### src/rtl/mux_sipo_capture.sv
// mux_sipo_capture: serial-to-parallel capture stage for the 2:1 mux output.
// Shifts DIN in MSB-first under DIN_VALID and assembles WIDTH-bit words.
// Each word is presented on DOUT through a DOUT_VALID/DOUT_READY handshake.
// While an unconsumed word is held the serial side stalls, and every refused
// bit is counted in a saturating drop counter.
//
// Ports:
//   CLK         system clock, rising edge
//   RST         synchronous reset, active-high
//   DIN         serial data bit
//   DIN_VALID   DIN carries a bit this cycle
//   DIN_READY   stage can take a bit this cycle (combinational)
//   DOUT        assembled word, first-received bit in MSB
//   DOUT_VALID  DOUT holds a complete, unconsumed word
//   DOUT_READY  consumer takes DOUT this cycle
//   BIT_CNT     bits collected toward the current word
//   DROP_CNT    refused DIN_VALID cycles, saturating at 255
module mux_sipo_capture #(
  parameter int unsigned WIDTH = 4,
  parameter int unsigned CNTW  = 5
) (
  input  logic             CLK,
  input  logic             RST,
  input  logic             DIN,
  input  logic             DIN_VALID,
  output logic             DIN_READY,
  output logic [WIDTH-1:0] DOUT,
  output logic             DOUT_VALID,
  input  logic             DOUT_READY,
  output logic [CNTW-1:0]  BIT_CNT,
  output logic [7:0]       DROP_CNT
);

  localparam logic [0:0] FILL = 1'b0;
  localparam logic [0:0] FULL = 1'b1;

  localparam int unsigned DROPW = 8;
  localparam logic [CNTW-1:0]  LAST_BIT = CNTW'(WIDTH - 1);
  localparam logic [DROPW-1:0] DROP_MAX = '1;

  logic [0:0]       state, state_n;
  // Only WIDTH-1 bits of history are needed: the newest bit comes from DIN.
  logic [WIDTH-2:0] shreg, shreg_n;
  logic [WIDTH-1:0] dout_n;
  logic [WIDTH-1:0] word_n;
  logic [CNTW-1:0]  bit_cnt_n;
  logic [DROPW-1:0] drop_cnt_n;
  logic             accept;
  logic             complete;

  // Ready whenever no word is held or the held word drains this cycle.
  assign DIN_READY  = (state == FILL) || DOUT_READY;
  assign DOUT_VALID = (state == FULL);

  // State register and datapath registers.
  always_ff @(posedge CLK) begin
    if (RST) begin
      state    <= FILL;
      shreg    <= '0;
      DOUT     <= '0;
      BIT_CNT  <= '0;
      DROP_CNT <= '0;
    end else begin
      state    <= state_n;
      shreg    <= shreg_n;
      DOUT     <= dout_n;
      BIT_CNT  <= bit_cnt_n;
      DROP_CNT <= drop_cnt_n;
    end
  end

  // Next-state and datapath update.
  always_comb begin
    state_n    = state;
    shreg_n    = shreg;
    dout_n     = DOUT;
    bit_cnt_n  = BIT_CNT;
    drop_cnt_n = DROP_CNT;

    accept   = DIN_VALID && DIN_READY;
    complete = accept && (BIT_CNT == LAST_BIT);
    word_n   = {shreg, DIN};

    if (accept) begin
      shreg_n   = word_n[WIDTH-2:0];
      bit_cnt_n = complete ? '0 : BIT_CNT + CNTW'(1);
    end

    if (DIN_VALID && !DIN_READY && (DROP_CNT != DROP_MAX)) begin
      drop_cnt_n = DROP_CNT + DROPW'(1);
    end

    // A completion in the same cycle as a drain keeps the stage FULL.
    case (state)
      FILL: begin
        if (complete) begin
          state_n = FULL;
          dout_n  = word_n;
        end
      end
      FULL: begin
        if (complete) begin
          state_n = FULL;
          dout_n  = word_n;
        end else if (DOUT_READY) begin
          state_n = FILL;
        end
      end
      default: state_n = FILL;
    endcase
  end

endmodule

### config.mk
export PLATFORM = sky130hd
export DESIGN_NAME = mux_sipo_capture
export DESIGN_NICKNAME = d
export VERILOG_FILES = /design/src/rtl/mux_sipo_capture.sv
export SDC_FILE = /design/constraint.sdc
export NUM_CORES = 1
export LEC_CHECK = 0
export ABC_AREA = 1
export BUFFER_PORTS_ARGS = -buffer_cell sky130_fd_sc_hd__buf_2
export CAP_MARGIN = 20
export CORE_UTILIZATION = 51
export DETAILED_ROUTE_END_ITERATION = 16
export GPL_ROUTABILITY_DRIVEN = 0
export PLACE_DENSITY = 0.77
export SYNTH_ARGS = -nofsm -noshare
export SYNTH_HDL_FRONTEND = slang
export SYNTH_SLANG_ARGS = --single-unit
### constraint.sdc
create_clock -name CLK -period 1.52 [get_ports CLK]
set_clock_uncertainty 0.1 [all_clocks]
set_input_delay 0.228 -clock CLK [delete_from_list [all_inputs] [get_ports CLK]]
set_output_delay 0.228 -clock CLK [all_outputs]
set_load 0.02 [all_outputs]
==> summary.md <==
| Metric | Value |
|---|---|
| Distinct cells, synth | `23` |
| Skew-Pair Late Insertion Delay | `between 0.2 and 0.3 ns` |
| Die area | `around 2100 um2` |
| Async SR Flop Fraction | `0%` |
| Sw frac | `a little under a quarter` |
| Crit-path max cell delay | `0.39 ns` |
| Root Buffer | `clkbuf_4` |
| Die H | `around 46 um` |
| Hold Fails Final Rpt | `0` |
| Switching Power | `about 210 uW` |
| Mapped Nets | `~130` |
| First-pass GRT wire length | `between 2 and 3 mm` |
| CTS Buffer Depth | `2` |
| Vias per cell | `~5` |
| Clock Power Share | `28.6%` |
| Total CTS buffers | `3` |
| CTS tree | `built` |
| Worst EP arrival | `1.47 ns` |
| Crit path max fanout | `6` |
| Seq/Total Area, Yosys | `42.53%` |
| Vias in the first global route | `slightly above 700` |
| Antenna-violating nets left | `0` |
| CP Class | `reg2reg` |
| # diodes | `0` |
| Max_slew headroom | `about three quarters` |
| Most frequent cells in the layout | `23 x nor2_1, 23 x buf_2, 19 x dfxtp_1` |
| Hold Path Class | `in2reg` |
| Placed cell areas | `around 1100 um2` |
| Initial antenna violation count | `0` |
| Adder-Cell Fraction of Synth Area | `under 10%` |
| Routed length per placed instance | `between 10 and 15 um` |
| RSZ-0062 raised after global routing | `no` |
| Final net count | `between 150 and 200` |
| Tcrit/Tclk final | `about nine tenths` |
| VDD IR-drop max | `0.6115 mV` |
| Setup TNS | `0 ns` |
| Cell Area, Synth | `about 990 um2` |
| Ys flop type | `dfxtp_1` |
| Internal Power | `a little under 700 uW` |
| Clock sinks | `21` |
| Post-place setup slack | `slightly above 0.1 ns` |
| IO Pins | `24` |
| Post-CTS Hold Fix Bufs | `0` |
| Buffers on Ports | `23` |
| Yosys reg bits | `21` |
| Total iterations of the first detailed-routing run | `4` |
| Clock slew at reported path FFs | `0.11 ns` |
| Tmin final | `1.379 ns` |
| Max cap viols | `0` |
| Setup bufs post-CTS | `0` |
| Gr usage total | `about a fifth` |
| DRC viols | `0` |
| Gr ovfl total | `0` |
| Largest family of logic cells by synthesized area | `simple AND/OR/NAND/NOR gates` |
| Post-synthesis mux area share | `0%` |
| Slowest CP cell | `dfxtp_1` |
| Static leakage | `approximately 0.00055 uW` |
| FMAX | `a little over 700 MHz` |
| Share of cells above drive strength 1 | `31.37%` |
| Final Setup Violations | `0` |
| Post-synth EDFFs | `0` |
| Worst Tran Pin Value | `around 0.35 ns` |
| Vias | `892` |
| Cells after synthesis | `roughly 130` |
| Mean area per synthesized cell | `around 7.8 um2` |
| Critical path cell sequence | `ha_1, nand3_1, nor2_4, inv_2, nand2_1, o21ai_1` |
| Detailed placement HPWL | `~1.5 mm` |
| Critical Path RT | `~1.6 ns` |
| Combinational Power Share | `under 10%` |
| P per Cell Area | `769.0 nW/um2` |
| H-tree Lvls | `1` |
| Post-synthesis compound-gate area fraction | `between 10% and 20%` |
| CORE AREA | `1764 um2` |
| Detailed Route Iter0 Violations | `18` |
| Cell area after layout | `roughly 1200 um2` |
| Die Width | `46.03 um` |
| Seq pwr share | `between 60% and 70%` |
| CTS resizes | `0` |
| Area growth syn-to-layout | `17.59%` |
| Crit end category | `register` |
| Simple-Gate Fraction of Synth Area | `a little over a third` |
| Initial Utilization | `between 50 and 60%` |
| # rows | `15` |
| Startpoint types | `register` |
| Detailed-route wire length | `about 1.9 mm` |
| Largest net degree at the start of global routing | `15` |
| Final Max Slew Viols | `0` |
| Xor and xnor area share after synthesis | `2.658%` |
| Ys Warns | `0` |
| Power Total | `around 900 uW` |
| Final worst slack | `0.1407 ns` |
| Outcome | `finished, final reports clean` |
per-stage QoR:
step / utilization (%) / cells / hold slack, ns
final: 65.89 / 178 / 0.06507
after floorplan: - / 127 / 0.2629
after detailed placement: 64.18 / 174 / 0.3693
after CTS: 65.74 / 178 / 0.06277
after global placement: 64.18 / 174 / 0.3651
after global routing: 65.89 / 178 / 0.08755
kinds of logic (layout without fill, tap and decap cells):
group,after synthesis,after routing
fa+ha+maj,2,2
buf+inv,14,40
compound gates,20,20
simple gates,67,67
flops,21,21
xor+xnor,3,3
critical path, delay by kind of cell, from the launching register on:
family | cells | cell delay, ns
fa+ha+maj | 1 | 0.23
flops | 1 | 0.39
compound gates | 1 | 0.07
buf+inv | 1 | 0.09
simple gates | 3 | 0.39
path summary, 6_finish.rpt:
check / startpoint / endpoint / slack (ns) / cells after the start
worst max-delay path: BIT_CNT[1] / BIT_CNT[0] / 0.14 / 6
worst min-delay path: DIN / DOUT[0] / 0.07 / 3
worst max register to register: BIT_CNT[1] / BIT_CNT[0] / 0.14 / 6
worst min register to register: shreg[1] / shreg[1] / 0.39 / 2
final cells by class:
cell class | count | area, um2
inverters | 12 | 45.04
clock buffers | 3 | 22.52
fillers | 175 | 601.8
clock inverters | 1 | 5.005
well taps | 25 | 31.28
repair buffers | 24 | 122.6
flip-flops and latches | 21 | 422.9
multi-input cells | 92 | 513.0
state kept, by name (all words and copies together), names as in the netlist:
| name | count |
|---|---|
| DOUT | 4 |
| DROP_CNT | 8 |
| BIT_CNT | 5 |
| shreg | 3 |
| DOUT_VALID | 1 |
Yosys cell counts, types with 3 or more instances:
| master | count | area (um2) |
|---|---|---|
| nor2_1 | 23 | 86.33 |
| dfxtp_1 | 21 | 420.4 |
| nand2_1 | 18 | 67.56 |
| nand3_1 | 11 | 55.05 |
| inv_1 | 8 | 30.03 |
| o21ai_1 | 6 | 30.03 |
| a21oi_1 | 5 | 25.02 |
| a21oi_2 | 4 | 35.03 |
| o21ai_0 | 4 | 20.02 |
| inv_2 | 3 | 11.26 |
| nand2_4 | 3 | 33.78 |
| nand3_2 | 3 | 30.03 |
| nor2_4 | 3 | 33.78 |
power by group through the flow:
stage / Clock, uW / Sequential (uW) / Combinational (uW)
floorplan: 0 / 591 / 38.7
global placement: 0 / 584 / 65.9
detailed placement: 0 / 584 / 66.8
CTS: 268 / 572 / 66.9
global route: 287 / 575 / 74.0
finish: 255 / 573 / 65.9
per-layer routing:
layer,part of all wire (%),wire [um],vias up,track usage (%)
met2,50,918,19,31.55
li1,-,-,467,-
met3,3.7,68,4,2.381
met1,45,840,402,24.46
met4,1.4,26,0,8.824
met5,0,0,-,0
Power figures use the tool's default switching activity.
